[src/rtl/bp_fe_pkg.sv]
// bp_fe_pkg: grant-source enum and declare macro for the predictor update record
`ifndef BP_FE_PKG_SV
`define BP_FE_PKG_SV
`define DECLARE_BP_FE_PRED_UPD_S(idx_w, data_w) \
  typedef struct packed { \
    logic v; \
    logic [idx_w-1:0] idx; \
    logic [data_w-1:0] data; \
  } bp_fe_pred_upd_s
package bp_fe_pkg;
  typedef enum logic [2:0] {
    e_grant_none,
    e_grant_redirect,
    e_grant_force,
    e_grant_read,
    e_grant_attaboy
  } bp_fe_grant_e;
endpackage
`endif

[src/rtl/bp_fe_pred_port_sched_if.sv]
// bp_fe_pred_port_sched_if: requester handshakes and RAM-port signals of the predictor port scheduler
interface bp_fe_pred_port_sched_if #(
  parameter int idx_width_p  = 9,
  parameter int data_width_p = 2,
  parameter int els_p        = 4
);
  logic                         r_v_i;
  logic [idx_width_p-1:0]       r_idx_i;
  logic                         r_stall_o;
  logic                         redirect_v_i;
  logic [idx_width_p-1:0]       redirect_idx_i;
  logic [data_width_p-1:0]      redirect_data_i;
  logic                         attaboy_v_i;
  logic [idx_width_p-1:0]       attaboy_idx_i;
  logic [data_width_p-1:0]      attaboy_data_i;
  logic                         attaboy_yumi_o;
  logic                         port_v_o;
  logic                         port_w_o;
  logic [idx_width_p-1:0]       port_idx_o;
  logic [data_width_p-1:0]      port_data_o;
  logic [$clog2(els_p+1)-1:0]   queue_cnt_o;
  modport master (
    output r_v_i, r_idx_i, redirect_v_i, redirect_idx_i, redirect_data_i,
           attaboy_v_i, attaboy_idx_i, attaboy_data_i,
    input  r_stall_o, attaboy_yumi_o, port_v_o, port_w_o, port_idx_o, port_data_o, queue_cnt_o
  );
  modport slave (
    input  r_v_i, r_idx_i, redirect_v_i, redirect_idx_i, redirect_data_i,
           attaboy_v_i, attaboy_idx_i, attaboy_data_i,
    output r_stall_o, attaboy_yumi_o, port_v_o, port_w_o, port_idx_o, port_data_o, queue_cnt_o
  );
endinterface

[src/rtl/bp_fe_pred_upd_queue.sv]
// bp_fe_pred_upd_queue: circular attaboy queue with broadcast squash-by-index and head invalid-skip
module bp_fe_pred_upd_queue #(
  parameter int idx_width_p  = 9,
  parameter int data_width_p = 2,
  parameter int els_p        = 4
) (
  input  logic                       clk_i,
  input  logic                       reset_n_i,
  input  logic                       enq_i,
  input  logic [idx_width_p-1:0]     enq_idx_i,
  input  logic [data_width_p-1:0]    enq_data_i,
  input  logic                       deq_i,
  input  logic                       squash_v_i,
  input  logic [idx_width_p-1:0]     squash_idx_i,
  output logic                       head_v_o,
  output logic [idx_width_p-1:0]     head_idx_o,
  output logic [data_width_p-1:0]    head_data_o,
  output logic                       empty_o,
  output logic                       full_o,
  output logic [$clog2(els_p+1)-1:0] cnt_o
);
  `DECLARE_BP_FE_PRED_UPD_S(idx_width_p, data_width_p);
  localparam int pw = $clog2(els_p);
  localparam int cw = $clog2(els_p+1);
  bp_fe_pred_upd_s mem [els_p];
  logic [pw-1:0] head, tail;
  logic [cw-1:0] cnt;
  logic pop;
  assign empty_o     = cnt == '0;
  assign full_o      = cnt == cw'(els_p);
  assign head_v_o    = ~empty_o & mem[head].v;
  assign head_idx_o  = mem[head].idx;
  assign head_data_o = mem[head].data;
  assign cnt_o       = cnt;
  // a squashed head leaves without a grant, one entry per cycle
  assign pop = deq_i | (~empty_o & ~mem[head].v);
  // pointers wrap naturally since depth is a power of two
  always_ff @(posedge clk_i or negedge reset_n_i)
    if (!reset_n_i) begin
      head <= '0;
      tail <= '0;
      cnt  <= '0;
    end else begin
      head <= head + pw'(pop);
      tail <= tail + pw'(enq_i);
      cnt  <= cnt + cw'(enq_i) - cw'(pop);
    end
  // squash older matches; the entry written this cycle is younger and survives
  always_ff @(posedge clk_i) begin
    for (int i = 0; i < els_p; i++)
      if (squash_v_i && mem[i].idx == squash_idx_i) mem[i].v <= 1'b0;
    if (enq_i) mem[tail] <= '{v: 1'b1, idx: enq_idx_i, data: enq_data_i};
  end
endmodule

[src/rtl/bp_fe_pred_port_sched.sv]
// bp_fe_pred_port_sched: 1RW predictor port arbiter; BP_FE_PRED_SCHED_BYPASS_EN enables same-cycle attaboy writes
module bp_fe_pred_port_sched
  import bp_fe_pkg::*;
#(
  parameter int idx_width_p    = 9,
  parameter int data_width_p   = 2,
  parameter int els_p          = 4,
  parameter int starve_limit_p = 8
) (
  input logic clk_i,
  input logic reset_n_i,
  bp_fe_pred_port_sched_if.slave bus
);
  localparam int sw = $clog2(starve_limit_p+1);
  logic [sw-1:0] starve;
  logic [idx_width_p-1:0] head_idx;
  logic [data_width_p-1:0] head_data;
  logic head_v, empty, full, bypass, sat, head_grant, enq;
  bp_fe_grant_e grant;
`ifdef BP_FE_PRED_SCHED_BYPASS_EN
  assign bypass = empty & ~bus.redirect_v_i & ~bus.r_v_i & bus.attaboy_v_i;
`else
  assign bypass = 1'b0;
`endif
  assign sat = starve == sw'(starve_limit_p);
  assign bus.attaboy_yumi_o = bus.attaboy_v_i & ~full;
  assign enq = bus.attaboy_yumi_o & ~bypass;
  bp_fe_pred_upd_queue #(
    .idx_width_p(idx_width_p), .data_width_p(data_width_p), .els_p(els_p)
  ) queue (
    .clk_i(clk_i), .reset_n_i(reset_n_i),
    .enq_i(enq), .enq_idx_i(bus.attaboy_idx_i), .enq_data_i(bus.attaboy_data_i),
    .deq_i(head_grant),
    .squash_v_i(bus.redirect_v_i), .squash_idx_i(bus.redirect_idx_i),
    .head_v_o(head_v), .head_idx_o(head_idx), .head_data_o(head_data),
    .empty_o(empty), .full_o(full), .cnt_o(bus.queue_cnt_o)
  );
  // fixed-priority grant and port mux
  always_comb begin
    grant = bus.redirect_v_i ? e_grant_redirect
          : (head_v && sat)  ? e_grant_force
          : bus.r_v_i        ? e_grant_read
          : (head_v || bypass) ? e_grant_attaboy
          : e_grant_none;
    head_grant      = grant == e_grant_force || (grant == e_grant_attaboy && head_v);
    bus.port_v_o    = grant != e_grant_none;
    bus.port_w_o    = bus.port_v_o && grant != e_grant_read;
    bus.port_idx_o  = grant == e_grant_redirect ? bus.redirect_idx_i
                    : grant == e_grant_read     ? bus.r_idx_i
                    : bypass                    ? bus.attaboy_idx_i
                    : head_idx;
    bus.port_data_o = grant == e_grant_redirect ? bus.redirect_data_i
                    : bypass                    ? bus.attaboy_data_i
                    : head_data;
    bus.r_stall_o   = bus.r_v_i && (grant == e_grant_redirect || grant == e_grant_force);
  end
  // starvation counter: counts cycles a waiting head is passed over, saturating
  always_ff @(posedge clk_i or negedge reset_n_i)
    if (!reset_n_i) starve <= '0;
    else starve <= (empty || head_grant) ? '0 : sat ? starve : starve + sw'(1);
endmodule

[src/flat_wrapper.sv]
// flat-port wrapper written by rule: the top's interface ports become plain ports
module bp_fe_pred_port_sched_flat import bp_fe_pkg::*;
#(
  parameter int idx_width_p    = 9,
  parameter int data_width_p   = 2,
  parameter int els_p          = 4,
  parameter int starve_limit_p = 8
)
  (clk_i, reset_n_i, bus_r_v_i, bus_r_idx_i, bus_redirect_v_i, bus_redirect_idx_i, bus_redirect_data_i, bus_attaboy_v_i, bus_attaboy_idx_i, bus_attaboy_data_i, bus_r_stall_o, bus_attaboy_yumi_o, bus_port_v_o, bus_port_w_o, bus_port_idx_o, bus_port_data_o, bus_queue_cnt_o);
  bp_fe_pred_port_sched_if #(.idx_width_p(idx_width_p), .data_width_p(data_width_p), .els_p(els_p)) bus_i ();
  input logic clk_i;
  input logic reset_n_i;
  input wire logic [$bits(bus_i.r_v_i)-1:0] bus_r_v_i;
  input wire logic [$bits(bus_i.r_idx_i)-1:0] bus_r_idx_i;
  input wire logic [$bits(bus_i.redirect_v_i)-1:0] bus_redirect_v_i;
  input wire logic [$bits(bus_i.redirect_idx_i)-1:0] bus_redirect_idx_i;
  input wire logic [$bits(bus_i.redirect_data_i)-1:0] bus_redirect_data_i;
  input wire logic [$bits(bus_i.attaboy_v_i)-1:0] bus_attaboy_v_i;
  input wire logic [$bits(bus_i.attaboy_idx_i)-1:0] bus_attaboy_idx_i;
  input wire logic [$bits(bus_i.attaboy_data_i)-1:0] bus_attaboy_data_i;
  output wire logic [$bits(bus_i.r_stall_o)-1:0] bus_r_stall_o;
  output wire logic [$bits(bus_i.attaboy_yumi_o)-1:0] bus_attaboy_yumi_o;
  output wire logic [$bits(bus_i.port_v_o)-1:0] bus_port_v_o;
  output wire logic [$bits(bus_i.port_w_o)-1:0] bus_port_w_o;
  output wire logic [$bits(bus_i.port_idx_o)-1:0] bus_port_idx_o;
  output wire logic [$bits(bus_i.port_data_o)-1:0] bus_port_data_o;
  output wire logic [$bits(bus_i.queue_cnt_o)-1:0] bus_queue_cnt_o;
  assign bus_i.r_v_i = bus_r_v_i;
  assign bus_i.r_idx_i = bus_r_idx_i;
  assign bus_i.redirect_v_i = bus_redirect_v_i;
  assign bus_i.redirect_idx_i = bus_redirect_idx_i;
  assign bus_i.redirect_data_i = bus_redirect_data_i;
  assign bus_i.attaboy_v_i = bus_attaboy_v_i;
  assign bus_i.attaboy_idx_i = bus_attaboy_idx_i;
  assign bus_i.attaboy_data_i = bus_attaboy_data_i;
  assign bus_r_stall_o = bus_i.r_stall_o;
  assign bus_attaboy_yumi_o = bus_i.attaboy_yumi_o;
  assign bus_port_v_o = bus_i.port_v_o;
  assign bus_port_w_o = bus_i.port_w_o;
  assign bus_port_idx_o = bus_i.port_idx_o;
  assign bus_port_data_o = bus_i.port_data_o;
  assign bus_queue_cnt_o = bus_i.queue_cnt_o;
  bp_fe_pred_port_sched #(.idx_width_p(idx_width_p), .data_width_p(data_width_p), .els_p(els_p), .starve_limit_p(starve_limit_p)) u_core (.clk_i(clk_i), .reset_n_i(reset_n_i), .bus(bus_i));
endmodule
[config.mk]
export PLATFORM = sky130hd
export DESIGN_NAME = bp_fe_pred_port_sched_flat
export DESIGN_NICKNAME = d
export VERILOG_FILES = /design/src/rtl/bp_fe_pkg.sv /design/src/rtl/bp_fe_pred_port_sched_if.sv /design/src/rtl/bp_fe_pred_upd_queue.sv /design/src/rtl/bp_fe_pred_port_sched.sv /design/src/flat_wrapper.sv
export SDC_FILE = /design/constraint.sdc
export NUM_CORES = 1
export LEC_CHECK = 0
export CAP_MARGIN = 20
export CORE_AREA = 2 2 90 92
export DETAILED_ROUTE_END_ITERATION = 8
export DIE_AREA = 0 0 92 94
export PLACE_DENSITY = 0.7
export SLEW_MARGIN = 20
export SYNTH_ARGS = -nofsm -noshare
export SYNTH_HDL_FRONTEND = slang
export SYNTH_SLANG_ARGS = --single-unit
[constraint.sdc]
create_clock -name clk_i -period 2.7 [get_ports clk_i]
set_input_delay 0.405 -clock clk_i [delete_from_list [all_inputs] [get_ports clk_i]]
set_output_delay 0.405 -clock clk_i [all_outputs]
set_load 0.01 [all_outputs]
-- Yosys cells after proc, flatten, opt, wreduce, memory -nomap -nowiden
Memory sizes are Yosys's and may differ from the RTL's.
Cells that the tools add are included.
- $add $sub $neg: 5
- equality and inequality tests: 12
- multiplexer cells: 19
- bitwise logic cells: 7
- reduce and logical (&&, ||, !) cells: 13
- operators with widths (operator ; number):
    $eq A9 B9 Y1 ; 4
    $mux W9 ; 2
    $mux W3 ; 4
    $mux W1 ; 10
    $logic_and A1 B1 Y1 ; 8
    $mux W4 ; 2
    $eq A3 B2 Y1 const B ; 2
    $eq A3 B3 Y1 const B ; 2
    $add A2 B1 Y2 ; 2
    $add A4 B1 Y4 const B ; 1
    $eq A4 B4 Y1 const B ; 1
    $add A3 B1 Y3 ; 1
    $and A1 B1 Y1 ; 3
    $eq A3 B1 Y1 const B ; 1
    $logic_not A3 Y1 ; 1
    $logic_or A1 B1 Y1 ; 3
    $ne A3 B2 Y1 const B ; 1
    $not A1 Y1 ; 3
    $reduce_bool A3 Y1 ; 1
    $sub A3 B1 Y3 ; 1
    $mux W2 ; 1
    $ne A2 B2 Y1 const B ; 1
    $or A1 B1 Y1 ; 1
- flip-flop bits (word level): 11
- RAM bits: 48
- output and inout bits: 18
- logic and storage cells: 61
- memories: 1
- memory list (name ; depth ; bits a word ; read ports ; clocked after Yosys merged registers in ; wr ports ; RTL line ; text):
    u_core.queue.mem ; 4 ; 12 ; 5 ; 0 ; 5 ; bp_fe_pred_upd_queue.sv:25 ; bp_fe_pred_upd_s mem [els_p];

-- Longest topological paths before layout
Gate-level depths: netlist (run 1).
- depth in word-level cells: 12
- depth in mapped cells: 13

-- Cells and area by module
A second synthesis (run 1) with hierarchy kept.
- cell total of the unflattened synthesis: 202
- area total of the unflattened synthesis: 3055.4 um^2
- by module, submodules not included (module ; times used ; cells an instance ; area an instance (um^2) ; seq. area each (um^2)):
    bp_fe_pred_upd_queue ; 1 ; 145 ; 2476.1 ; 1576.5
    bp_fe_pred_port_sched ; 1 ; 57 ; 579.3 ; 100.1

-- Least setup slack after synthesis (run 1)
No wires, ideal clock.
- kind: register -> register
- from: reg u_core.queue.head[1]
- to: reg u_core.queue.cnt[2], in the netlist u_core.queue.cnt_o[2]
- setup time: 127 ps
- data arrival time: 2211 ps
- setup slack: 362 ps
- stages on the path, launching flop included: 10
- clock period less this slack: 2338 ps
- cell sequence: dfrtp_1 mux4_2 a21oi_1 ha_1 inv_1 ha_1 inv_1 fa_1 xnor2_1 xnor2_1
- longest elaborated chain between the ends: 11
- ends and longest elaborated chain (what ; RTL line ; text):
    from (decl) ; bp_fe_pred_upd_queue.sv:26 ; logic [pw-1:0] head, tail;
    from (signal assigned) ; bp_fe_pred_upd_queue.sv:44 ; head <= head + pw'(pop);
    $mem_v2 Z4 W12 (*) ; -- ;
    $and A1 B1 Y1 ; bp_fe_pred_upd_queue.sv:31 ; assign head_v_o = ~empty_o & mem[head].v;
    $mux W3 ; bp_fe_pred_port_sched.sv:43 ; : (head_v || bypass) ? e_grant_attaboy
    $mux W3 ; bp_fe_pred_port_sched.sv:42 ; : bus.r_v_i ? e_grant_read
    $mux W3 ; bp_fe_pred_port_sched.sv:41 ; : (head_v && sat) ? e_grant_force
    $mux W3 ; bp_fe_pred_port_sched.sv:40 ; grant = bus.redirect_v_i ? e_grant_redirect
    $eq A3 B3 Y1 ; bp_fe_pred_port_sched.sv:45 ; head_grant = grant == e_grant_force || (grant == e_grant_attaboy && head_v);
    $logic_and A1 B1 Y1 ; bp_fe_pred_port_sched.sv:45 ;
    $logic_or A1 B1 Y1 ; bp_fe_pred_port_sched.sv:45 ;
    $or A1 B1 Y1 (*) ; bp_fe_pred_upd_queue.sv:36 ; assign pop = deq_i | (~empty_o & ~mem[head].v);
    $sub A3 B1 Y3 (*) ; bp_fe_pred_upd_queue.sv:46 ; cnt <= cnt + cw'(enq_i) - cw'(pop);
    to (signal assigned) ; bp_fe_pred_upd_queue.sv:46 ;
    to (decl) ; bp_fe_pred_upd_queue.sv:27 ; logic [cw-1:0] cnt;
Every way passes the cells marked *; elsewhere a longest branch is shown, timed or not.
A chain may end at the register's enable or synchronous reset.

-- Final worst setup path (run 1)
- from: reg u_core.queue.head[1]
- to: out bus_port_idx_o[1]
- longest elaborated chain between the ends: 9
- ends and longest elaborated chain (what ; RTL line ; text):
    $mem_v2 Z4 W12 (*) ; -- ;
    $and A1 B1 Y1 ; bp_fe_pred_upd_queue.sv:31 ;
    $mux W3 ; bp_fe_pred_port_sched.sv:43 ;
    $mux W3 ; bp_fe_pred_port_sched.sv:42 ;
    $mux W3 ; bp_fe_pred_port_sched.sv:41 ;
    $mux W3 ; bp_fe_pred_port_sched.sv:40 ;
    $eq A3 B2 Y1 ; bp_fe_pred_port_sched.sv:49 ; : grant == e_grant_read ? bus.r_idx_i
    $mux W9 ; bp_fe_pred_port_sched.sv:49 ;
    $mux W9 (*) ; bp_fe_pred_port_sched.sv:48 ; bus.port_idx_o = grant == e_grant_redirect ? bus.redirect_idx_i
    to (decl) ; flat_wrapper.sv:25 ; output wire logic [$bits(bus_i.port_idx_o)-1:0] bus_port_idx_o;
Marked as above.

==> flow_metrics.env, run 1 <==
export IMPL_hold_viol_final=0
export IMPL_crit_buf_inv=4
export IMPL_die_h_um=94
export IMPL_start_util_pct=38.9
export IMPL_cpMaxStageDelayCell="mux4_2"
export IMPL_utilization_pct=52.5
export IMPL_ys_ff_latch=59
export IMPL_async_flop_share_pct=18.6
export IMPL_clock_skew_final_ns=0.00846
export IMPL_dieArea_um2=8650
export IMPL_end_kind="output pin"
export IMPL_vias=2021
export IMPL_status="complete, no violations"
export IMPL_synth_seq_area_share_pct=56.6
export IMPL_synth_enable_flop_cells=44
export IMPL_ir_drop_mv=0.349
export IMPL_yosys_most_used_dff="edfxtp_1"
export IMPL_path_cells="mux4_2 -> and3_4 -> nor3b_4 -> buf_6 -> buf_6 -> buf_6 -> a221o_1 -> buf_2"
export IMPL_mostFrequentLayoutCell="edfxtp_1"
export IMPL_drc=0
export IMPL_synthMuxAreaShare_pct=9.50
export IMPL_synthSimpleGateAreaFrac_pct=9.67
export IMPL_firstDrtPassIters=4
export IMPL_synth_compound_area_share_pct=6.04
export IMPL_cp_start_kind="register"
export IMPL_antenna_found_initial=0
export IMPL_grtUsageTotal_pct=17.2
export IMPL_dp_slack_ns=0.0158
export IMPL_power_density_nw_per_um2=862
export IMPL_synth_fa_ha_area_share_pct=3.21
export IMPL_cp_common_cell="buf_6"
export IMPL_postPlaceCellArea_um2=3720
export IMPL_nFillCells=650
export IMPL_die_x_um=92
export IMPL_grt_pass1_wl_um=10800
export IMPL_drive_gt1_share_pct=24.8
export IMPL_period_needed_ns=2.68
export IMPL_path_delay_family="multiplexers"
export IMPL_post_route_worst_setup_slack_ns=0.0208
export IMPL_tns_ns=0
export IMPL_p_total_mw=3.44
export IMPL_num_io_pins=54
export IMPL_period_share_pct=99.2
export IMPL_critPathKind="register to output pin"
export IMPL_fin_cells=405
export IMPL_core_um2=7610
export IMPL_synth_xor_area_share_pct=12.4
export IMPL_synth_top_family_by_area="XOR/XNOR gates"
export IMPL_maxCapViolCount=0
export IMPL_hold_ws_ns=0.413
export IMPL_first_iter_violations=161
export IMPL_layout_area_overhead_vs_synth_pct=34.9
export IMPL_rsz0062_at_grt="yes"
export IMPL_hp_class="input port to asynchronous set/reset pin"
export IMPL_yosysUniqueCellTypes=36
export IMPL_stdcell_area_um2=4000
export IMPL_power_leakage_nw=1.53
export IMPL_dp_cells=377
export IMPL_grt_pass1_vias=2031
export IMPL_cts_num_sinks=59
export IMPL_syn_nets=258
export IMPL_ys_warn_count=0
export IMPL_syn_avg_cell_area_um2=13.8
export IMPL_finalMaxSlewViolations=0
export IMPL_place_gp_congestion=0.814
export IMPL_syn_inst=215
export IMPL_wirelength_um=7060
export IMPL_cts_buffer_depth=2
export IMPL_critPathMaxFanout=6
export IMPL_syn_area_um2=2960
export IMPL_grt_remaining_overflow=0
export IMPL_max_slew_worst_pin_slew_ns=0.519
export IMPL_row_count=32
export IMPL_crit_required_ns=2.30
export IMPL_fmax_mhz=373
export IMPL_arrival_ns=2.27
export IMPL_final_cell_mix="edfxtp_1 (44), clkdlybuf4s50_1 (43), xor2_1 (28), buf_4 (28), nand2_1 (18)"
export IMPL_final_antenna_net_count=0
export IMPL_portBuffers=53
export IMPL_grt_max_degree=13
export IMPL_dpl_hpwl_um=5130
export IMPL_path_clk_slew_ns=0.06
export IMPL_max_slew_margin_rel_pct=65.3
export IMPL_cts_max_level=3
export IMPL_finalNetCount=341
export IMPL_clock_root_buffer="clkbuf_8"
export IMPL_insertion_delay_ns=0.33
export IMPL_cts_tree="built"
export IMPL_route_detailed_wl_per_inst_um=17.4
export IMPL_diodes=0
export IMPL_setup_viol=0
export IMPL_slowest_delay_ns=0.56
export IMPL_via_per_inst=4.99
export IMPL_numCtsBuffers=9
## report_power, final
group	leakage (nW)	switching (mW)	internal, mW
Combinational	0.869	0.622	0.714
Clock	0.0956	0.332	0.412
Sequential	0.569	0.143	1.22
Total	1.53	1.10	2.35
## Yosys cell counts (2+ instances only)
master / instances / area (µm²)
dfrtp_1: 11 / 275
nand4_1: 5 / 31.3
a221o_1: 8 / 80.1
edfxtp_1: 44 / 1320
ha_1: 6 / 75.1
nor2_1: 7 / 26.3
o2bb2ai_1: 2 / 17.5
clkbuf_1: 10 / 37.5
inv_1: 7 / 26.3
xor2_1: 28 / 245
a21o_1: 2 / 15.0
and2_0: 8 / 50.1
dfxtp_1: 4 / 80.1
a21oi_1: 3 / 15.0
mux4_2: 12 / 270
xnor2_1: 14 / 123
buf_1: 2 / 7.51
nor3_1: 2 / 10.0
nor4_1: 6 / 37.5
nand2_1: 18 / 67.6
## area by class of cell
class | instances | area [µm²] | area share, %
repair buffers | 85 | 748 | 18.7
clock inverters | 2 | 10.0 | 0.250
clock buffers | 14 | 174 | 4.35
flip-flops and latches | 59 | 1680 | 42.0
well taps | 102 | 128 | 3.19
multi-input cells | 136 | 1230 | 30.9
inverters | 7 | 26.3 | 0.657
## final timing paths
kind	startpoint	end	slack, ns	cells after the start
worst max-delay path	u_core.queue.head[1]$_DFF_PN0_	bus_port_idx_o[1]	0.02	8
worst min-delay path	reset_n_i	u_core.starve[2]$_DFFE_PN0P_	0.41	1
worst max register to register	u_core.queue.head[1]$_DFF_PN0_	u_core.queue.cnt_o[2]$_DFF_PN0_	0.21	10
worst min register to register	u_core.queue.mem[3][11]$_SDFFE_PP1P_	u_core.queue.mem[3][11]$_SDFFE_PP1P_	0.46	1
max in group asynchronous	reset_n_i	u_core.starve[1]$_DFFE_PN0P_	1.94	1
min in group clk_i	u_core.queue.mem[3][11]$_SDFFE_PP1P_	u_core.queue.mem[3][11]$_SDFFE_PP1P_	0.46	1
## per-layer routing
layer	track usage (%)	part of all wire, %
met1	22.5	46
met2	28.2	48
met3	2.97	4.0
met4	7.84	1.7
met5	0	0
## kinds of logic after synthesis
kind of cell	count (synthesis)
AO/OA/AOI/OAI	21
XOR/XNOR	42
adder cells (fa/ha/maj)	7
buffers and inverters	20
flip-flops	59
multiplexers	13
AND/OR/NAND/NOR	53
## state kept, by name, indices dropped and copies added, names as in the netlist
| register | cells |
|---|---|
| u_core.queue.mem | 48 |
| u_core.starve | 4 |
| u_core.queue.cnt_o | 3 |
| u_core.queue.head | 2 |
| u_core.queue.tail | 2 |
## timing repair
| action | in CTS | in global routing |
|---|---|---|
| hold buffers | 0 | 0 |
| pin swaps | 0 | 3 |
| endpoints found under the setup margin | 10 | 9 |
| resized for setup | 26 | 15 |
| setup buffers | 6 | 6 |
Power figures use the tool's default switching activity.
==> run 2, diff against run 1 <==
Settings changed: SETUP_SLACK_MARGIN set to 0.4.
==> flow_metrics.env, run 2 (same netlist as run 1, synthesis figures left out) <==
export IMPL_cts_hold_fix_buffers=0
export IMPL_stdcell_area_um2=4040
export IMPL_diodes=0
export IMPL_utilization_pct=53.2
export IMPL_max_slew_worst_pin_slew_ns=0.526
export IMPL_top_usage_layer="met2"
export IMPL_use_met1_pct=22.2
export IMPL_dieArea_um2=8650
export IMPL_hold_viol_final=0
export IMPL_finalNetCount=341
export IMPL_cpMaxStageDelayCell="mux4_2"
export IMPL_critPathMaxFanout=4
export IMPL_cts_num_sinks=59
export IMPL_fmax_mhz=384
export IMPL_regMostFlops="u_core.queue.mem"
export IMPL_via_per_inst=5.11
export IMPL_antenna_found_initial=0
export IMPL_vias=2068
export IMPL_drive_gt1_share_pct=27.1
export IMPL_numCtsBuffers=9
export IMPL_maxCapViolCount=0
export IMPL_path_clk_slew_ns=0.06
export IMPL_postPlaceCellArea_um2=3730
export IMPL_tns_ns=0
export IMPL_p_total_mw=3.62
export IMPL_finalMaxSlewViolations=0
export IMPL_clock_root_buffer="clkbuf_8"
export IMPL_mostFrequentLayoutCell="edfxtp_1"
export IMPL_critPathKind="register to output pin"
export IMPL_rsz0062_at_grt="yes"
export IMPL_layout_area_overhead_vs_synth_pct=36.5
export IMPL_grt_pass1_vias=2155
export IMPL_end_kind="output pin"
export IMPL_portBuffers=53
export IMPL_ir_drop_mv=0.358
export IMPL_clock_skew_final_ns=0.00721
export IMPL_die_x_um=92
export IMPL_start_util_pct=38.9
export IMPL_use_met3_pct=4.57
export IMPL_first_iter_violations=136
export IMPL_power_leakage_nw=1.55
export IMPL_num_io_pins=54
export IMPL_cts_tree="built"
export IMPL_route_detailed_wl_per_inst_um=17.7
export IMPL_period_needed_ns=2.61
export IMPL_cp_start_kind="register"
export IMPL_insertion_delay_ns=0.33
export IMPL_max_slew_margin_rel_pct=64.8
export IMPL_status="complete, no violations"
export IMPL_row_count=32
export IMPL_slowest_delay_ns=0.58
export IMPL_hold_ws_ns=0.418
export IMPL_grtUsageTotal_pct=17.4
export IMPL_arrival_ns=2.20
export IMPL_path_cells="mux4_2 -> and3_4 -> nor3b_4 -> buf_4 -> buf_6 -> a221o_1 -> buf_2"
export IMPL_cts_buffer_depth=2
export IMPL_dpl_hpwl_um=5130
export IMPL_crit_required_ns=2.30
export IMPL_grt_pass1_wl_um=11100
export IMPL_cts_max_level=3
export IMPL_period_share_pct=96.5
export IMPL_largest_register_ffs=48
export IMPL_drc=0
export IMPL_grt_remaining_overflow=0
export IMPL_hp_class="input port to asynchronous set/reset pin"
export IMPL_core_um2=7610
export IMPL_setup_viol=0
export IMPL_final_antenna_net_count=0
export IMPL_power_density_nw_per_um2=896
export IMPL_final_cell_mix="edfxtp_1 (44), clkdlybuf4s50_1 (39), xor2_1 (28), buf_4 (23), nand2_1 (17)"
export IMPL_place_gp_congestion=0.825
export IMPL_firstDrtPassIters=4
export IMPL_wirelength_um=7170
export IMPL_grt_max_degree=17
export IMPL_die_h_um=94
export IMPL_use_met2_pct=29.8
## run 2: final timing paths
kind	startpoint	end	slack, ns	cells after the start
min	reset_n_i	u_core.starve[0]$_DFFE_PN0P_	0.42	1
max	u_core.queue.head[1]$_DFF_PN0_	bus_port_idx_o[0]	0.09	7
min reg2reg	u_core.queue.mem[3][11]$_SDFFE_PP1P_	u_core.queue.mem[3][11]$_SDFFE_PP1P_	0.46	1
max reg2reg	u_core.queue.head[1]$_DFF_PN0_	u_core.queue.cnt_o[2]$_DFF_PN0_	0.16	11
max in group asynchronous	reset_n_i	u_core.queue.head[0]$_DFF_PN0_	1.93	1
min in group clk_i	u_core.queue.mem[3][11]$_SDFFE_PP1P_	u_core.queue.mem[3][11]$_SDFFE_PP1P_	0.46	1
## run 2: critical path, delay by kind of cell (launching register included)
kind	cells	cell delay [ns]
AO/OA/AOI/OAI	1	0.14
buffers and inverters	3	0.38
flip-flops	1	0.38
multiplexers	1	0.58
AND/OR/NAND/NOR	2	0.39
## run 2: area by class of cell
type	count	area, µm²
clock buffers	10	128
fillers	675	3560
multi-input cells	136	1260
repair buffers	85	747
inverters	7	26.3
well taps	102	128
clock inverters	6	80.1
flip-flops and latches	59	1680
## run 2: repair_timing
action,CTS,global route
setup buffers,10,1
setup endpoints to repair,16,15
pin swaps,4,5
gates resized for setup,57,10
hold endpoints to repair,0,0
## run 2: per-stage QoR
stage | worst slack (ns) | cells
after global routing | 0.0156 | 405
after detailed placement | 0.0118 | 378
after global placement | 0.0337 | 378
after CTS | 0.0545 | 404
after floorplan | 0.422 | 215
final | 0.0949 | 405
## run 2: routing by layer
| layer | up-vias | share of wire (%) | wire (µm) |
|---|---|---|---|
| met2 | 71 | 50 | 3570 |
| met5 | - | 0 | 0 |
| met1 | 1023 | 43 | 3080 |
| met4 | 0 | 1.1 | 78 |
| li1 | 966 | - | - |
| met3 | 8 | 6.1 | 439 |
## run 2: power by group
part           internal (mW)  switching [mW]
Combinational          0.762           0.653
Sequential              1.22           0.148
Clock                  0.511           0.328
Total                   2.49            1.13
==> run 3, diff against run 2 <==
Settings changed: HOLD_SLACK_MARGIN set to 0.1, PLACE_DENSITY 0.7 to 0.74.
==> flow_metrics.env, run 3 (same netlist as run 1, synthesis figures left out) <==
export IMPL_insertion_delay_ns=0.35
export IMPL_worstReg2RegStart="u_core.queue.head[1]$_DFF_PN0_"
export IMPL_numCtsBuffers=9
export IMPL_reg2reg_depth=11
export IMPL_cts_buffer_depth=2
export IMPL_cts_tree="built"
export IMPL_crit_required_ns=2.30
export IMPL_status="complete, no violations"
export IMPL_hold_ws_ns=0.396
export IMPL_dieArea_um2=8650
export IMPL_grt_pass1_wl_um=10900
export IMPL_tns_ns=0
export IMPL_portBuffers=53
export IMPL_drc=0
export IMPL_arrival_ns=2.21
export IMPL_grt_remaining_overflow=0
export IMPL_hold_viol_final=0
export IMPL_clock_root_buffer="clkbuf_8"
export IMPL_num_io_pins=54
export IMPL_max_slew_margin_rel_pct=65.7
export IMPL_fmax_mhz=382
export IMPL_drive_gt1_share_pct=26.9
export IMPL_maxCapViolCount=0
export IMPL_critPathKind="register to output pin"
export IMPL_power_density_nw_per_um2=910
export IMPL_largest_register_ffs=48
export IMPL_finalMaxSlewViolations=0
export IMPL_mostFrequentLayoutCell="edfxtp_1"
export IMPL_p_int_mw=2.55
export IMPL_first_iter_violations=91
export IMPL_grtUsageTotal_pct=17.5
export IMPL_nFillCells=657
export IMPL_diodes=0
export IMPL_period_needed_ns=2.61
export IMPL_comb_power_share_pct=37.2
export IMPL_grt_max_degree=15
export IMPL_reg2reg_slack_ns=0.14
export IMPL_path_clk_slew_ns=0.07
export IMPL_route_detailed_wl_per_inst_um=17.7
export IMPL_clock_skew_final_ns=0.00716
export IMPL_final_antenna_net_count=0
export IMPL_cts_hold_fix_buffers=0
export IMPL_firstDrtPassIters=4
export IMPL_clkPwrFrac_pct=25.9
export IMPL_setup_worst_path_start="u_core.queue.head[1]$_DFF_PN0_"
export IMPL_grt_pass1_vias=2170
export IMPL_finalNetCount=339
export IMPL_setup_viol=0
export IMPL_critPathMaxFanout=4
export IMPL_power_switching_mw=1.13
export IMPL_layout_area_overhead_vs_synth_pct=36.7
export IMPL_regToRegEndpoint="u_core.queue.cnt_o[2]$_DFF_PN0_"
export IMPL_die_h_um=94
export IMPL_vias=2072
export IMPL_via_per_inst=5.14
export IMPL_multiInputGateArea_um2=1250
export IMPL_start_util_pct=38.9
export IMPL_period_share_pct=96.8
export IMPL_end_kind="output pin"
export IMPL_seq_area_um2=1680
export IMPL_utilization_pct=53.2
export IMPL_row_count=32
export IMPL_sw_frac_of_total_pct=30.7
export IMPL_final_cell_mix="edfxtp_1 (44), clkdlybuf4s50_1 (39), xor2_1 (28), buf_4 (24), nand2_1 (17)"
export IMPL_core_um2=7610
export IMPL_antenna_found_initial=0
export IMPL_cp_start_kind="register"
export IMPL_place_gp_congestion=0.794
export IMPL_hp_class="input port to asynchronous set/reset pin"
export IMPL_cts_num_sinks=59
export IMPL_rsz0062_at_grt="yes"
export IMPL_power_frac_seq_pct=37.0
export IMPL_power_leakage_nw=1.55
export IMPL_cts_max_level=3
export IMPL_max_slew_worst_pin_slew_ns=0.513
export IMPL_dpl_hpwl_um=5150
export IMPL_die_x_um=92
export IMPL_ir_drop_mv=0.393
export IMPL_wirelength_um=7150
export IMPL_regMostFlops="u_core.queue.mem"
-- run 3: worst max path at each step --
stage	end
final	bus_port_idx_o[4]
after global placement	bus_port_idx_o[0]
after floorplan	u_core.queue.cnt_o[2]$_DFF_PN0_
after global routing	bus_port_idx_o[3]
after CTS	bus_port_idx_o[4]
after detailed placement	bus_port_idx_o[4]
-- run 3: area by class of cell --
cell class                 instances  area share [%]
clock buffer                       9            3.06
clock inverter                     7            2.63
inverter                           7           0.649
multi-input combinational        136            30.9
sequential                        59            41.4
tap                              102            3.15
timing repair buffer              83            18.2
-- run 3: timing repair --
| item | CTS | global route |
|---|---|---|
| setup endpoints to repair | 16 | 17 |
| setup buffers | 7 | 1 |
| gates resized for setup | 56 | 9 |
| pin swaps | 5 | 5 |
| endpoints found under the hold margin | 0 | 0 |
-- run 3: critical path: stages, from the launching register on --
cell     delay, ns
dfrtp_1       0.37
mux4_2        0.57
and3_4        0.19
nor3b_4       0.23
buf_12        0.14
buf_8         0.10
a221o_1       0.13
buf_2         0.13
-- run 3: per-stage QoR --
| stage | std cells | instance area [µm²] | worst slack [ns] | power, mW |
|---|---|---|---|---|
| global route | 403 | 4050 | 0.00622 | 3.89 |
| global placement | 379 | 3750 | 0.00346 | 2.66 |
| CTS | 402 | 4050 | 0.0360 | 3.70 |
| detailed placement | 379 | 3750 | -0.0250 | 2.70 |
| floorplan | 215 | 2970 | 0.422 | 2.14 |
| finish | 403 | 4050 | 0.0855 | 3.69 |
-- run 3: power by group through the flow --
stage | clock [mW] | sequential [mW] | combinational [mW]
after global placement | 0 | 1.37 | 1.29
after detailed placement | 0 | 1.38 | 1.32
final | 0.953 | 1.36 | 1.37
after CTS | 0.962 | 1.36 | 1.38
after floorplan | 0 | 1.38 | 0.758
after global routing | 0.998 | 1.39 | 1.50
-- run 3: layer usage --
metal  share of wire [%]  wire, µm  GRT usage [%]
met5                   0         0              0
met1                  42      2990           21.4
met4                 1.9       135           8.83
met2                  50      3540           29.4
met3                 6.7       480           3.85
